### config.mk
export PLATFORM = sky130hd
export DESIGN_NAME = hpi_access_sequencer
export DESIGN_NICKNAME = d
export VERILOG_FILES = /design/src/rtl/hpi_access_sequencer_pkg.sv /design/src/rtl/hpi_access_sequencer_cycle_engine.sv /design/src/rtl/hpi_access_sequencer.sv
export SDC_FILE = /design/constraint.sdc
export NUM_CORES = 1
export LEC_CHECK = 0
export CELL_PAD_IN_SITES_DETAIL_PLACEMENT = 0
export CELL_PAD_IN_SITES_GLOBAL_PLACEMENT = 2
export CORE_ASPECT_RATIO = 0.6
export CORE_MARGIN = 10
export CORE_UTILIZATION = 39
export DETAILED_ROUTE_END_ITERATION = 10
export DONT_BUFFER_PORTS = 1
export PLACE_DENSITY_LB_ADDON = 0.12
export SLEW_MARGIN = 20
export SYNTH_ARGS = -nofsm -noshare
export SYNTH_HDL_FRONTEND = slang
export SYNTH_SLANG_ARGS = --single-unit
### constraint.sdc
create_clock -name clk_clk -period 2.8 [get_ports clk_clk]
set_input_delay 0.14 -clock clk_clk [delete_from_list [all_inputs] [get_ports clk_clk]]
set_output_delay 0.14 -clock clk_clk [all_outputs]
set_load 0.05 [all_outputs]
### src/rtl/hpi_access_sequencer_pkg.sv
// Shared types and constants for the HPI access sequencer: phase FSM states,
// CY7C67200 HPI register selects and the phase counter type.
package hpi_pkg;

  // Wide enough for every timing parameter, including the reset pulse length.
  localparam int unsigned PhaseCntW = 8;

  typedef logic [PhaseCntW-1:0] phase_cnt_t;

  typedef enum logic [2:0] {
    StInit,
    StIdle,
    StSetup,
    StStrobe,
    StHold,
    StRecover
  } hpi_state_e;

  localparam logic [1:0] HPI_DATA    = 2'd0;
  localparam logic [1:0] HPI_MAILBOX = 2'd1;
  localparam logic [1:0] HPI_ADDRESS = 2'd2;
  localparam logic [1:0] HPI_STATUS  = 2'd3;

  // Counter value seen in the final cycle of a phase lasting `cycles` cycles.
  function automatic phase_cnt_t last_cnt(input int unsigned cycles);
    return phase_cnt_t'(cycles - 1);
  endfunction

endpackage

### src/rtl/hpi_access_sequencer_cycle_engine.sv
// HPI phase engine: runs the chip reset pulse, then sequences one access at a
// time through setup/strobe/hold/recover with glitch-free registered pin drive.
module hpi_cycle_engine
  import hpi_pkg::*;
#(
  parameter int unsigned SETUP_CYC  = 1,
  parameter int unsigned STROBE_CYC = 4,
  parameter int unsigned HOLD_CYC   = 1,
  parameter int unsigned RECOV_CYC  = 2,
  parameter int unsigned RST_CYC    = 16
) (
  input  logic        clk_i,
  input  logic        rst_ni,
  input  logic        start_i,
  input  logic        we_i,
  input  logic [1:0]  addr_i,
  input  logic [15:0] wdata_i,
  output logic        idle_o,
  output logic        ack_o,
  output logic        capture_o,
  output logic        init_done_o,
  output logic [1:0]  hpi_addr_o,
  output logic        hpi_cs_n_o,
  output logic        hpi_r_n_o,
  output logic        hpi_w_n_o,
  output logic        hpi_reset_n_o,
  output logic [15:0] hpi_dout_o,
  output logic        hpi_doe_o
);

  hpi_state_e  state_q, state_d;
  phase_cnt_t  cnt_q, cnt_d;
  logic        we_q, we_d;
  logic [1:0]  addr_q, addr_d;
  logic [15:0] wdata_q, wdata_d;
  logic        cs_n_q, r_n_q, w_n_q, doe_q, ack_q, rst_n_q;
  logic        active_d, strobe_d;

  always_comb begin
    state_d = state_q;
    cnt_d   = cnt_q + phase_cnt_t'(1);
    we_d    = we_q;
    addr_d  = addr_q;
    wdata_d = wdata_q;
    unique case (state_q)
      StInit: begin
        if (cnt_q == last_cnt(RST_CYC)) begin
          state_d = StIdle;
          cnt_d   = '0;
        end
      end
      StIdle: begin
        cnt_d = '0;
        if (start_i) begin
          state_d = StSetup;
          we_d    = we_i;
          addr_d  = addr_i;
          wdata_d = wdata_i;
        end
      end
      StSetup: begin
        if (cnt_q == last_cnt(SETUP_CYC)) begin
          state_d = StStrobe;
          cnt_d   = '0;
        end
      end
      StStrobe: begin
        if (cnt_q == last_cnt(STROBE_CYC)) begin
          state_d = StHold;
          cnt_d   = '0;
        end
      end
      StHold: begin
        if (cnt_q == last_cnt(HOLD_CYC)) begin
          state_d = StRecover;
          cnt_d   = '0;
        end
      end
      StRecover: begin
        if (cnt_q == last_cnt(RECOV_CYC)) begin
          state_d = StIdle;
          cnt_d   = '0;
        end
      end
      default: begin
        state_d = StInit;
        cnt_d   = '0;
      end
    endcase
  end

  // Pins are registered from the next state so they change cleanly on the edge.
  assign active_d = state_d inside {StSetup, StStrobe, StHold};
  assign strobe_d = (state_d == StStrobe);

  always_ff @(posedge clk_i or negedge rst_ni) begin
    if (!rst_ni) begin
      state_q <= StInit;
      cnt_q   <= '0;
      we_q    <= 1'b0;
      addr_q  <= HPI_DATA;
      wdata_q <= '0;
      cs_n_q  <= 1'b1;
      r_n_q   <= 1'b1;
      w_n_q   <= 1'b1;
      doe_q   <= 1'b0;
      ack_q   <= 1'b0;
      rst_n_q <= 1'b0;
    end else begin
      state_q <= state_d;
      cnt_q   <= cnt_d;
      we_q    <= we_d;
      addr_q  <= addr_d;
      wdata_q <= wdata_d;
      cs_n_q  <= !active_d;
      r_n_q   <= !(strobe_d && !we_d);
      w_n_q   <= !(strobe_d && we_d);
      doe_q   <= active_d && we_d;
      ack_q   <= (state_d == StHold) && (cnt_d == last_cnt(HOLD_CYC));
      rst_n_q <= (state_d != StInit);
    end
  end

  assign idle_o        = (state_q == StIdle);
  assign ack_o         = ack_q;
  assign capture_o     = (state_q == StStrobe) && (cnt_q == last_cnt(STROBE_CYC)) && !we_q;
  assign init_done_o   = rst_n_q;
  assign hpi_addr_o    = addr_q;
  assign hpi_cs_n_o    = cs_n_q;
  assign hpi_r_n_o     = r_n_q;
  assign hpi_w_n_o     = w_n_q;
  assign hpi_reset_n_o = rst_n_q;
  assign hpi_dout_o    = wdata_q;
  assign hpi_doe_o     = doe_q;

endmodule

### src/rtl/hpi_access_sequencer.sv
// Two-port HPI access sequencer: round-robin arbitration between the Nios bridge
// (port 0) and keyboard poller (port 1). Build with HPI_LOCK_EN for port 0 locking.
module hpi_access_sequencer
  import hpi_pkg::*;
#(
  parameter int unsigned SETUP_CYC  = 1,
  parameter int unsigned STROBE_CYC = 4,
  parameter int unsigned HOLD_CYC   = 1,
  parameter int unsigned RECOV_CYC  = 2,
  parameter int unsigned RST_CYC    = 16
) (
  input  logic        clk_clk,
  input  logic        reset_reset_n,
  input  logic        req0_valid,
  input  logic        req0_we,
  input  logic [1:0]  req0_addr,
  input  logic [15:0] req0_wdata,
  input  logic        req0_lock,
  output logic        req0_ack,
  output logic [15:0] req0_rdata,
  input  logic        req1_valid,
  input  logic        req1_we,
  input  logic [1:0]  req1_addr,
  input  logic [15:0] req1_wdata,
  output logic        req1_ack,
  output logic [15:0] req1_rdata,
  output logic        init_done,
  output logic [1:0]  hpi_addr,
  output logic        hpi_cs_n,
  output logic        hpi_r_n,
  output logic        hpi_w_n,
  output logic        hpi_reset_n,
  output logic [15:0] hpi_dout,
  output logic        hpi_doe,
  input  logic [15:0] hpi_din
);

  logic        eng_idle, eng_ack, eng_capture;
  logic        start, sel;
  logic        last_gnt_q, last_gnt_d;
  logic        lock_held_q, lock_held_d;
  logic        lock_req, lock_eff;
  logic        cmd_we;
  logic [1:0]  cmd_addr;
  logic [15:0] cmd_wdata;
  logic [15:0] rdata0_q, rdata1_q;

`ifdef HPI_LOCK_EN
  assign lock_req = req0_lock;
`else
  logic unused_lock;
  assign unused_lock = req0_lock;
  assign lock_req    = 1'b0;
`endif

  // A held lock only reserves the engine while port 0 keeps asking for it.
  assign lock_eff = lock_held_q && lock_req;

  always_comb begin
    start       = 1'b0;
    sel         = last_gnt_q;
    last_gnt_d  = last_gnt_q;
    lock_held_d = lock_held_q;
    if (eng_idle) begin
      if (lock_eff) begin
        start = req0_valid;
        sel   = 1'b0;
      end else if (req0_valid && req1_valid) begin
        start = 1'b1;
        sel   = ~last_gnt_q;
      end else if (req0_valid) begin
        start = 1'b1;
        sel   = 1'b0;
      end else if (req1_valid) begin
        start = 1'b1;
        sel   = 1'b1;
      end
      if (start) begin
        last_gnt_d = sel;
      end
      if (start && !sel) begin
        lock_held_d = lock_req;
      end else if (!lock_req) begin
        lock_held_d = 1'b0;
      end
    end
  end

  assign cmd_we    = sel ? req1_we    : req0_we;
  assign cmd_addr  = sel ? req1_addr  : req0_addr;
  assign cmd_wdata = sel ? req1_wdata : req0_wdata;

  always_ff @(posedge clk_clk or negedge reset_reset_n) begin
    if (!reset_reset_n) begin
      last_gnt_q  <= 1'b1;
      lock_held_q <= 1'b0;
      rdata0_q    <= '0;
      rdata1_q    <= '0;
    end else begin
      last_gnt_q  <= last_gnt_d;
      lock_held_q <= lock_held_d;
      // last_gnt_q names the port owning the access currently in flight.
      if (eng_capture && !last_gnt_q) begin
        rdata0_q <= hpi_din;
      end
      if (eng_capture && last_gnt_q) begin
        rdata1_q <= hpi_din;
      end
    end
  end

  assign req0_ack   = eng_ack && !last_gnt_q;
  assign req1_ack   = eng_ack && last_gnt_q;
  assign req0_rdata = rdata0_q;
  assign req1_rdata = rdata1_q;

  hpi_cycle_engine #(
    .SETUP_CYC  (SETUP_CYC),
    .STROBE_CYC (STROBE_CYC),
    .HOLD_CYC   (HOLD_CYC),
    .RECOV_CYC  (RECOV_CYC),
    .RST_CYC    (RST_CYC)
  ) u_engine (
    .clk_i         (clk_clk),
    .rst_ni        (reset_reset_n),
    .start_i       (start),
    .we_i          (cmd_we),
    .addr_i        (cmd_addr),
    .wdata_i       (cmd_wdata),
    .idle_o        (eng_idle),
    .ack_o         (eng_ack),
    .capture_o     (eng_capture),
    .init_done_o   (init_done),
    .hpi_addr_o    (hpi_addr),
    .hpi_cs_n_o    (hpi_cs_n),
    .hpi_r_n_o     (hpi_r_n),
    .hpi_w_n_o     (hpi_w_n),
    .hpi_reset_n_o (hpi_reset_n),
    .hpi_dout_o    (hpi_dout),
    .hpi_doe_o     (hpi_doe)
  );

endmodule

=== Word-level counts from Yosys, hierarchy flattened ===
Index checks and enable logic that the tools add are counted.

* Latch bits: 0
* ROM bits: 0
* Memories: 0
* Flip-flop bits (word level): 69
* Logic and storage cells: 78
* Output and inout port bits: 58
* Memory bits (writable): 0
* Bits of input ports: 59

* Bitwise gates (word level): 1
* Muxes and demuxes: 26
* Multipliers: 0
* Add/sub/neg operators: 1
* Shift-type cells: 0
* Reduce and logical (&&, ||, !) cells: 25
* Order comparisons: 0
* Eq/ne operators: 11
* Divide/modulo/power cells: 0

{| class="wikitable"
|+ Operators by type and width
! operator !! count
|-
| 8-bit 2-to-1 mux || 4
|-
| 8-bit one-hot mux with 4 select lines || 1
|-
| 3-bit 2-to-1 mux || 6
|-
| 3-bit one-hot mux with 6 select lines || 1
|-
| 8-bit zero test || 2
|-
| 16-bit 2-to-1 mux || 1
|-
| 3-bit by 2-bit == test with 1-bit output (second input constant) || 4
|-
| 1-bit 2-to-1 mux || 12
|-
| 1-bit logical AND || 11
|-
| 3-bit == test (second input constant) || 3
|-
| 8-bit by 1-bit adder with 8-bit output (second input constant) || 1
|-
| 8-bit by 1-bit == test with 1-bit output (second input constant) || 1
|-
| 8-bit by 2-bit == test with 1-bit output (second input constant) || 1
|-
| 8-bit by 4-bit == test with 1-bit output (second input constant) || 1
|-
| 1-bit zero test || 6
|-
| 3-bit nonzero test || 2
|-
| 2-bit AND reduction || 2
|-
| 3-bit by 1-bit == test with 1-bit output (second input constant) || 1
|-
| 3-bit zero test || 1
|-
| 2-bit 2-to-1 mux || 1
|-
| 2-bit OR reduction || 1
|-
| 1-bit NOT || 1
|}

=== Depth between registers and ports, before layout ===
Gate-level depths: netlist (run 1).

* Word-level depth: 10
* Gate-level depth with buffers: 8

=== Modules after synthesis ===
From an unflattened synthesis (run 1), not the netlist that was laid out.

* Cells, all modules: 333
* Area, all modules: 3669.8 um^2

{| class="wikitable"
|+ Modules (own cells, without submodules)
! module !! area an instance (um^2) !! instances !! seq. area each (um^2) !! cells each
|-
| hpi_access_sequencer || 1950.6 || 1 || 827.0 || 189
|-
| hpi_cycle_engine || 1719.1 || 1 || 904.6 || 144
|}

=== Worst setup path after synthesis (run 1) ===
OpenSTA, ideal clock, no wires.

* Path type: register to register
* Start: register u_engine.cnt_q[5]
* End: register rdata1_q[10], in the netlist req1_rdata[10]
* Path slack: 419 ps
* Library setup time: 125 ps
* Arrival time: 2256 ps
* Stages on the path, launching flop included: 8
* Period minus slack after synthesis: 2381 ps
* Cell sequence: dfrtp_1 > nor4_4 > nand2_2 > or3_4 > or3b_1 > buf_6 > buf_12 > mux2_4

* Longest elaborated chain between the ends: 4

{| class="wikitable"
|+ Ends and longest elaborated chain
! item !! line !! text
|-
| start, declared || hpi_access_sequencer_cycle_engine.sv:32 || <nowiki>phase_cnt_t cnt_q, cnt_d;</nowiki>
|-
| start signal, assigned || hpi_access_sequencer_cycle_engine.sv:111 || <nowiki>cnt_q <= cnt_d;</nowiki>
|-
| 8-bit by 2-bit == test with 1-bit output || hpi_access_sequencer_cycle_engine.sv:126 || <nowiki>assign capture_o = (state_q == StStrobe) && (cnt_q == last_cnt(STROBE_CYC)) && !we_q;</nowiki>
|-
| 1-bit logical AND (2 in a row) || hpi_access_sequencer_cycle_engine.sv:126 ||
|-
| 1-bit logical AND || hpi_access_sequencer.sv:106 || <nowiki>if (eng_capture && last_gnt_q) begin</nowiki>
|-
| end signal, assigned || hpi_access_sequencer.sv:107 || <nowiki>rdata1_q <= hpi_din;</nowiki>
|-
| end, declared || hpi_access_sequencer.sv:46 || <nowiki>logic [15:0] rdata0_q, rdata1_q;</nowiki>
|}

Every way passes these cells.
A chain may end at the register's enable or synchronous reset.

=== Worst setup path in the final report (run 1) ===
* Start: register u_engine.cnt_q[0]
* End: register rdata1_q[6], in the netlist req1_rdata[6]

Same word-level chain as after synthesis.

==> parameters.txt, run 1 <==
Parameter                              Value

Logic synthesis
  Count of distinct cell types in the synthesized netlist    47
  Post-synthesis sequential element count    69
  Async set or reset register ratio after synthesis    100%
  Gate count after technology mapping    about 260
  EDFF count, synth    0
  Combinational family with the most area after synthesis    multiplexers
  Share of cell area taken by muxes after synthesis    a little under a fifth
  Synthesized-area fraction occupied by ao, oa, aoi and oai cells    8.78%
  Synth Area in XOR/XNOR    2.18%
  Mean Syn Cell Area    12.2 sq um
  Mapped Area    ~3200 sq um
  Adder-cell area share of the yosys netlist    1.17%
  Nets in the synthesized netlist    326
  Number of warnings issued by yosys    0
  Leading post-synthesis cells by cell area    dfrtp_1 (51%), mux2_2 (8.4%), mux2i_1 (5.9%), mux2_4 (4.7%), o21ai_0 (3.7%)
  Area share of the largest cell type after synthesis    between 50% and 60%
  Post-synth top area cell    dfrtp_1
  Prevailing post-synth register cell    dfrtp_1
  Seq/Total Area, Yosys    a little over half
  Post-Synth Simple-Gate Area    between 10 and 15%

Clock network
  Clock Tree Buf Depth    2
  Number of sinks on the clock net    roughly 70
  CTS tree    built
  Clock root cell    clkbuf_16
  Clock latency on the worst-skew pair    between 0.3 and 0.4 ns
  Count of instances resized after the clock tree is built    0
  Clock H-tree levels    3
  Number of buffers inserted during clock tree synthesis    9
  Clock-pin slew reported for the worst setup and hold paths after clock tree synthesis    0.06 ns

Die
  Horiz. Die Dim    between 100 and 150 um
  Total die area    between 10000 and 15000 sq um
  I/O pins    roughly 120
  Area of the core    7950 sq um
  Row cnt    25
  Y dimension of the die    90.3 um
  Initial core utilization    40.4%

Routing
  Initial DRC count    59
  WL per Instance    between 15 and 20 um
  Antenna Nets Post-Route    0
  Number of detailed-routing iterations run before antenna repair    4
  Detailed Route WL    7.77 mm
  Vias    around 2.0k
  Via density per instance    about 5.1
  Drc violations    0

Worst hold path
  Min-Delay Endpoint    u_engine.hpi_dout_o[1]$_DFFE_PN0P_
  Worst hold path type    input pin to flip-flop
  Origin of the worst min-delay path    req1_wdata[1]
  Worst Hold Depth    2

Critical path
  Beginning of the critical path    u_engine.cnt_q[0]$_DFF_PN0_
  Endpoint of the most critical register-to-register path    req1_rdata[6]$_DFFE_PN0P_
  Worst r2r path cells    6
  Top fanout value on the critical path    16
  Critical Path End Type    flip-flop
  Worst reg-to-reg setup slack    approximately 0.44 ns
  Worst EP arrival    ~2.6 ns
  Sort of element at the start of the critical path    flip-flop
  Required @ worst endpoint    ~3.0 ns
  Category of the most critical setup path    flip-flop to flip-flop
  Reg2Reg Launch Point    u_engine.cnt_q[0]$_DFF_PN0_

Global route
  Vias in the first global route    2130
  Maximum number of pins on one net before global-route repair    70
  Global-route wire length before repair    about 12 mm
  All-Layer GR Usage    12.5%
  Initial antenna violation count    0
  Overall overflow remaining after global route    0

Finish
  Layout cells sized above 1    24.9%
  Leading cell types in the layout, fill and taps excluded    dfrtp_1 (65), nand2_1 (26), mux2_2 (24)
  Most common cell after layout, fill and taps aside    dfrtp_1
  Diode insertion count for antenna repair    0
  Number of nets in the final layout    between 300 and 400
  Fill cell instance count of the final layout    around 730
  Layout overhead on the synthesized area    18.1%

STA
  Measured slew at the worst slew-check pin    0.944 ns
  Setup total negative slack    0 ns
  Worst clock skew    ~0.0040 ns
  Achievable Freq    424 MHz
  Tightest slew margin relative to the limit    37.0%
  Post-route clock period utilization    approximately 84%
  Number of endpoints with negative hold slack in the final report    0
  Setup repair after global routing missed its margin    no
  Number of slew-limit violations in the final report    0
  Period minus WS final    2.36 ns
  Finish-stage setup viols    0

Outcome
  Outcome    complete, no violations

Placement
  Port Buffer Count    0
  Total half-perimeter wirelength after legalization and detailed placement    around 5.7 mm
  Placer's final routability congestion estimate    approximately 0.75

Run
  Max Cap Violations    0
## critical path: stages (launching register included)
cell and delay [ns]:
dfrtp_1 0.45, ha_1 0.35, nand2_1 0.13, or3_4 0.40
or3b_1 0.35, buf_4 0.23, mux2_4 0.33
## state kept, by name (all words and copies together) (netlist names)
| signal | flops |
|---|---|
| u_engine.we_q | 1 |
| u_engine.hpi_cs_n_o | 1 |
| u_engine.state_q | 3 |
| u_engine.cnt_q | 8 |
| last_gnt_q | 1 |
| u_engine.hpi_w_n_o | 1 |
| u_engine.ack_o | 1 |
| u_engine.hpi_reset_n_o | 1 |
| u_engine.hpi_doe_o | 1 |
| req1_rdata | 16 |
| u_engine.hpi_addr_o | 2 |
| u_engine.hpi_r_n_o | 1 |
| req0_rdata | 16 |
| u_engine.hpi_dout_o | 16 |
## per-layer routing
metal	GRT usage [%]	wire [um]	up-vias
met5	0	0	-
met4	4.20	80	0
met3	7.28	1000	10
met2	15.7	3110	86
met1	17.2	3570	943
li1	-	-	974
## how the worst max path moves through the flow
stage,cells after the start,end
2_1_floorplan,7,req1_rdata[10]$_DFFE_PN0P_
3_3_place_gp,6,req1_rdata[6]$_DFFE_PN0P_
3_5_place_dp,6,req1_rdata[9]$_DFFE_PN0P_
4_1_cts,6,req1_rdata[6]$_DFFE_PN0P_
5_1_grt,6,req1_rdata[11]$_DFFE_PN0P_
6_report,6,req1_rdata[6]$_DFFE_PN0P_
## logic make-up (layout without fill, tap and decap cells)
logic type | Yosys count | after routing
buf+inv | 20 | 45
flops | 69 | 69
compound gates | 45 | 45
simple gates | 66 | 66
mux | 53 | 53
fa+ha+maj | 3 | 3
xor+xnor | 8 | 8
## final cells by class
| class | instances | area (sq um) | share of cell area, % |
|---|---|---|---|
| clock buffer | 10 | 229 | 6.04 |
| clock inverter | 6 | 65.1 | 1.72 |
| inverter | 5 | 18.8 | 0.495 |
| multi-input combinational | 175 | 1370 | 36.1 |
| sequential | 69 | 1730 | 45.7 |
| tap | 108 | 135 | 3.57 |
| timing repair buffer | 24 | 243 | 6.40 |
## synth_stat cells (2+ instances only)
| cell | count |
|---|---|
| a2111oi_0 | 2 |
| a21oi_1 | 6 |
| a221oi_1 | 2 |
| and2_1 | 2 |
| and3_1 | 3 |
| buf_2 | 4 |
| buf_4 | 2 |
| buf_6 | 2 |
| clkbuf_1 | 6 |
| dfrtp_1 | 65 |
| dfstp_2 | 4 |
| ha_1 | 3 |
| inv_1 | 5 |
| mux2_2 | 24 |
| mux2_4 | 10 |
| mux2i_1 | 19 |
| nand2_1 | 26 |
| nand2b_1 | 2 |
| nand3_1 | 6 |
| nor2_1 | 10 |
| nor2b_1 | 4 |
| nor3b_1 | 3 |
| o21ai_0 | 24 |
| xnor2_1 | 5 |
| xor2_1 | 3 |
## stage by stage
step                      setup WS, ns  instance area (sq um)  hold WS (ns)  cells  util, %
final                            0.444                   3790        0.0104    397     47.7
after global routing             0.274                   3790        0.0218    397     47.7
after CTS                        0.438                   3790       0.00582    397     47.7
after detailed placement         0.443                   3300        -0.152    363     41.5
after global placement           0.443                   3300        -0.152    363     41.5
after floorplan                  0.419                   3210        -0.156    264        -
## repair_timing
item	CTS	global route
buffers inserted	0	0
hold buffers	18	0
setup endpoints to repair	0	0
endpoints found under the hold margin	101	0
Power of run 1 is left out: the tool's default activity adds up to more than one toggle a clock period on the data nets, which glitch-free logic cannot reach.
==> run 2: changes to the inputs <==
--- a/config.mk
+++ b/config.mk
@@ -5,11 +5,12 @@
 export SDC_FILE = /design/constraint.sdc
 export NUM_CORES = 1
 export LEC_CHECK = 0
+export ABC_AREA = 1
 export CELL_PAD_IN_SITES_DETAIL_PLACEMENT = 0
 export CELL_PAD_IN_SITES_GLOBAL_PLACEMENT = 2
 export CORE_ASPECT_RATIO = 0.6
 export CORE_MARGIN = 10
-export CORE_UTILIZATION = 39
+export CORE_UTILIZATION = 35
 export DETAILED_ROUTE_END_ITERATION = 10
 export DONT_BUFFER_PORTS = 1
 export PLACE_DENSITY_LB_ADDON = 0.12
==> constraint.sdc (replaced) <==
create_clock -name clk_clk -period 2.35 [get_ports clk_clk]
set_input_delay 0.1175 -clock clk_clk [delete_from_list [all_inputs] [get_ports clk_clk]]
set_output_delay 0.1175 -clock clk_clk [all_outputs]
set_load 0.05 [all_outputs]
==> parameters.txt, run 2 <==
Parameter                              Value

Outcome
  Outcome    complete, no violations

Critical path
  Sort of element at the start of the critical path    flip-flop
  Reg2Reg Launch Point    last_gnt_q$_DFFE_PN1P_
  Top fanout value on the critical path    19
  Worst r2r path cells    8
  Category of the most critical setup path    flip-flop to flip-flop
  Endpoint of the most critical register-to-register path    u_engine.hpi_dout_o[10]$_DFFE_PN0P_
  Worst EP arrival    2.40 ns
  Required @ worst endpoint    between 2 and 3 ns
  Critical Path End Type    flip-flop
  Worst reg-to-reg setup slack    around 0.22 ns

Logic synthesis
  Nets in the synthesized netlist    455
  Async set or reset register ratio after synthesis    100%
  EDFF count, synth    0
  Number of warnings issued by yosys    0
  Post-synth top area cell    dfrtp_1
  Count of distinct cell types in the synthesized netlist    28
  Area share of the largest cell type after synthesis    48.7%
  Mean Syn Cell Area    8.49 sq um
  Most common cell in the synthesized netlist    nand2_1
  Prevailing post-synth register cell    dfrtp_1
  Post-synthesis sequential element count    69
  Leading post-synthesis cells by cell area    dfrtp_1 (49%), nand2_1 (12%), inv_1 (5.3%), o21ai_2 (5.0%), nor2_1 (4.6%)
  Most numerous cell types in the synthesized netlist    nand2_1 (109), dfrtp_1 (65), inv_1 (47), nor2_1 (41), nand3_1 (26)
  Gate count after technology mapping    roughly 390
  Mapped Area    roughly 3300 sq um
  Seq/Total Area, Yosys    51.9%

Global route
  Initial antenna violation count    0
  Maximum number of pins on one net before global-route repair    70
  All-Layer GR Usage    about an eighth
  Vias in the first global route    between 2k and 3k
  Overall overflow remaining after global route    0
  Global-route wire length before repair    14.7 mm

Clock network
  Clock H-tree levels    3
  Clock Tree Buf Depth    2
  Number of buffers inserted during clock tree synthesis    9
  Clock latency on the worst-skew pair    about 0.33 ns
  CTS tree    built
  Number of setup buffers added after CTS    0
  Clock-pin slew reported for the worst setup and hold paths after clock tree synthesis    ~0.060 ns
  Clock root cell    clkbuf_16
  Number of sinks on the clock net    slightly below 70

Finish
  Number of nets in the final layout    between 500 and 600
  Fill cell instance count of the final layout    ~890
  Layout overhead on the synthesized area    29.8%
  Layout cells sized above 1    ~14%
  Diode insertion count for antenna repair    0
  Leading cell types in the layout, fill and taps excluded    nand2_1 (109), dfrtp_1 (65), dlygate4sd3_1 (53)
  Most common cell after layout, fill and taps aside    nand2_1

STA
  Final setup slack of the worst path    0.216 ns
  Worst hold slack    0.122 ns
  Setup total negative slack    0 ns
  Period minus WS final    2.13 ns
  Measured slew at the worst slew-check pin    roughly 0.89 ns
  Post-route clock period utilization    around nine tenths
  Achievable Freq    approximately 470 MHz
  Finish-stage setup viols    0
  Number of slew-limit violations in the final report    0
  Setup repair after global routing missed its margin    no
  Tightest slew margin relative to the limit    between 40% and 50%
  Worst clock skew    about 0.011 ns
  Number of endpoints with negative hold slack in the final report    0

Worst hold path
  Origin of the worst min-delay path    req1_we
  Worst hold path type    input pin to flip-flop
  Worst Hold Depth    4
  Min-Delay Endpoint    u_engine.we_q$_DFF_PN0_

Power
  Net switching fraction of the power    between 50 and 60%
  Static power due to leakage    around 0.0021 uW
  Clk pwr share    20.8%
  Post-layout total power    approximately 7500 uW
  Net switching component of the power    around 3800 uW
  Combinational share of power    between 20% and 30%
  Relative contribution of sequential cells to total power    about half
  Worst-case vdd ir drop    ~780 uV
  Internal cell power    ~3700 uW
  Power per Cell Area    approximately 1700 nW/um^2

Die
  Y dimension of the die    95.7 um
  Row cnt    27
  I/O pins    about 120
  Horiz. Die Dim    146 um
  Initial core utilization    between 30% and 40%
  Area of the core    9220 sq um
  Total die area    approximately 14000 sq um

Routing
  Drc violations    0
  Number of detailed-routing iterations run before antenna repair    5
  Initial DRC count    between 150 and 200
  Detailed Route WL    approximately 9.0 mm
  Antenna Nets Post-Route    0
  Vias    approximately 2.7k
  Via density per instance    approximately 4.6
  WL per Instance    approximately 15 um

Placement
  Total half-perimeter wirelength after legalization and detailed placement    approximately 6.6 mm
  Placer's final routability congestion estimate    0.770
  Post-placement worst setup slack    a little over 0.5 ns
  Port Buffer Count    0

Run
  Max Cap Violations    0
==> run 2: how the worst max path moves through the flow <==
| stage | from | endpoint | slack (ns) | depth (start not counted) |
|---|---|---|---|---|
| global placement | u_engine.cnt_q[0]$_DFF_PN0_ | u_engine.ack_o$_DFF_PN0_ | 0.47 | 12 |
| floorplan | u_engine.cnt_q[0]$_DFF_PN0_ | req0_rdata[10]$_DFFE_PN0P_ | 0.84 | 9 |
| global route | u_engine.state_q[1]$_DFF_PN0_ | u_engine.hpi_dout_o[9]$_DFFE_PN0P_ | 0.05 | 9 |
| finish | last_gnt_q$_DFFE_PN1P_ | u_engine.hpi_dout_o[10]$_DFFE_PN0P_ | 0.22 | 8 |
| CTS | u_engine.state_q[1]$_DFF_PN0_ | u_engine.hpi_dout_o[3]$_DFFE_PN0P_ | 0.07 | 9 |
| detailed placement | u_engine.cnt_q[0]$_DFF_PN0_ | u_engine.ack_o$_DFF_PN0_ | 0.51 | 11 |
==> run 2: layer usage <==
layer  GRT usage, %  wire [um]
met1           17.0       4150
met2           17.8       3570
met5              0          0
met3           7.52       1190
met4           4.23         83
==> run 2: cells by family (layout without fill, tap and decap cells) <==
kind of cell / count (synthesis) / count (layout) / share of synthesized area [%]
and+or+nand+nor: 192 / 192 / 24.5
buffers and inverters: 66 / 129 / 10.0
adders and majority gates: 3 / 3 / 1.12
DFF: 69 / 69 / 51.9
AOI/OAI and AO/OA: 63 / 63 / 12.5
==> run 2: what timing repair did <==
item	in CTS	in global routing
endpoints found under the setup margin	0	18
hold buffers	54	0
resized for setup	0	6
endpoints found under the hold margin	119	0
==> run 2: layout make-up <==
| class | instances | area [sq um] | share of cell area (%) |
|---|---|---|---|
| well taps | 130 | 163 | 3.75 |
| inverters | 52 | 198 | 4.56 |
| multi-input cells | 258 | 1270 | 29.4 |
| flip-flops and latches | 69 | 1730 | 40.0 |
| clock buffers | 9 | 225 | 5.20 |
| clock inverters | 7 | 120 | 2.77 |
| repair buffers | 61 | 622 | 14.4 |
==> run 2: power groups by stage <==
stage / registers, uW / clock network [uW] / logic, uW
4_1_cts: 3890 / 1620 / 2090
2_1_floorplan: 3670 / 0 / 1510
6_report: 3860 / 1570 / 2120
3_3_place_gp: 3910 / 0 / 1690
3_5_place_dp: 3900 / 0 / 1720
5_1_grt: 3950 / 1660 / 2440
==> run 2: stage by stage <==
step	std cells	utilization (%)	instance area (sq um)
3_5_place_dp	516	37.0	3410
5_1_grt	586	47.0	4330
2_1_floorplan	393	-	3340
6_report	586	47.0	4330
3_3_place_gp	516	37.0	3410
4_1_cts	586	46.8	4320
==> run 2: critical path: stages, from the launching register on <==
cell and delay [ns]:
dfstp_2 0.58, inv_1 0.09, o21ai_0 0.15, nand2_1 0.08, nand2_2 0.15, buf_6 0.21
nand2_1 0.08, a31oi_1 0.17, dlygate4sd3_1 0.57
Power figures use the tool's default switching activity.
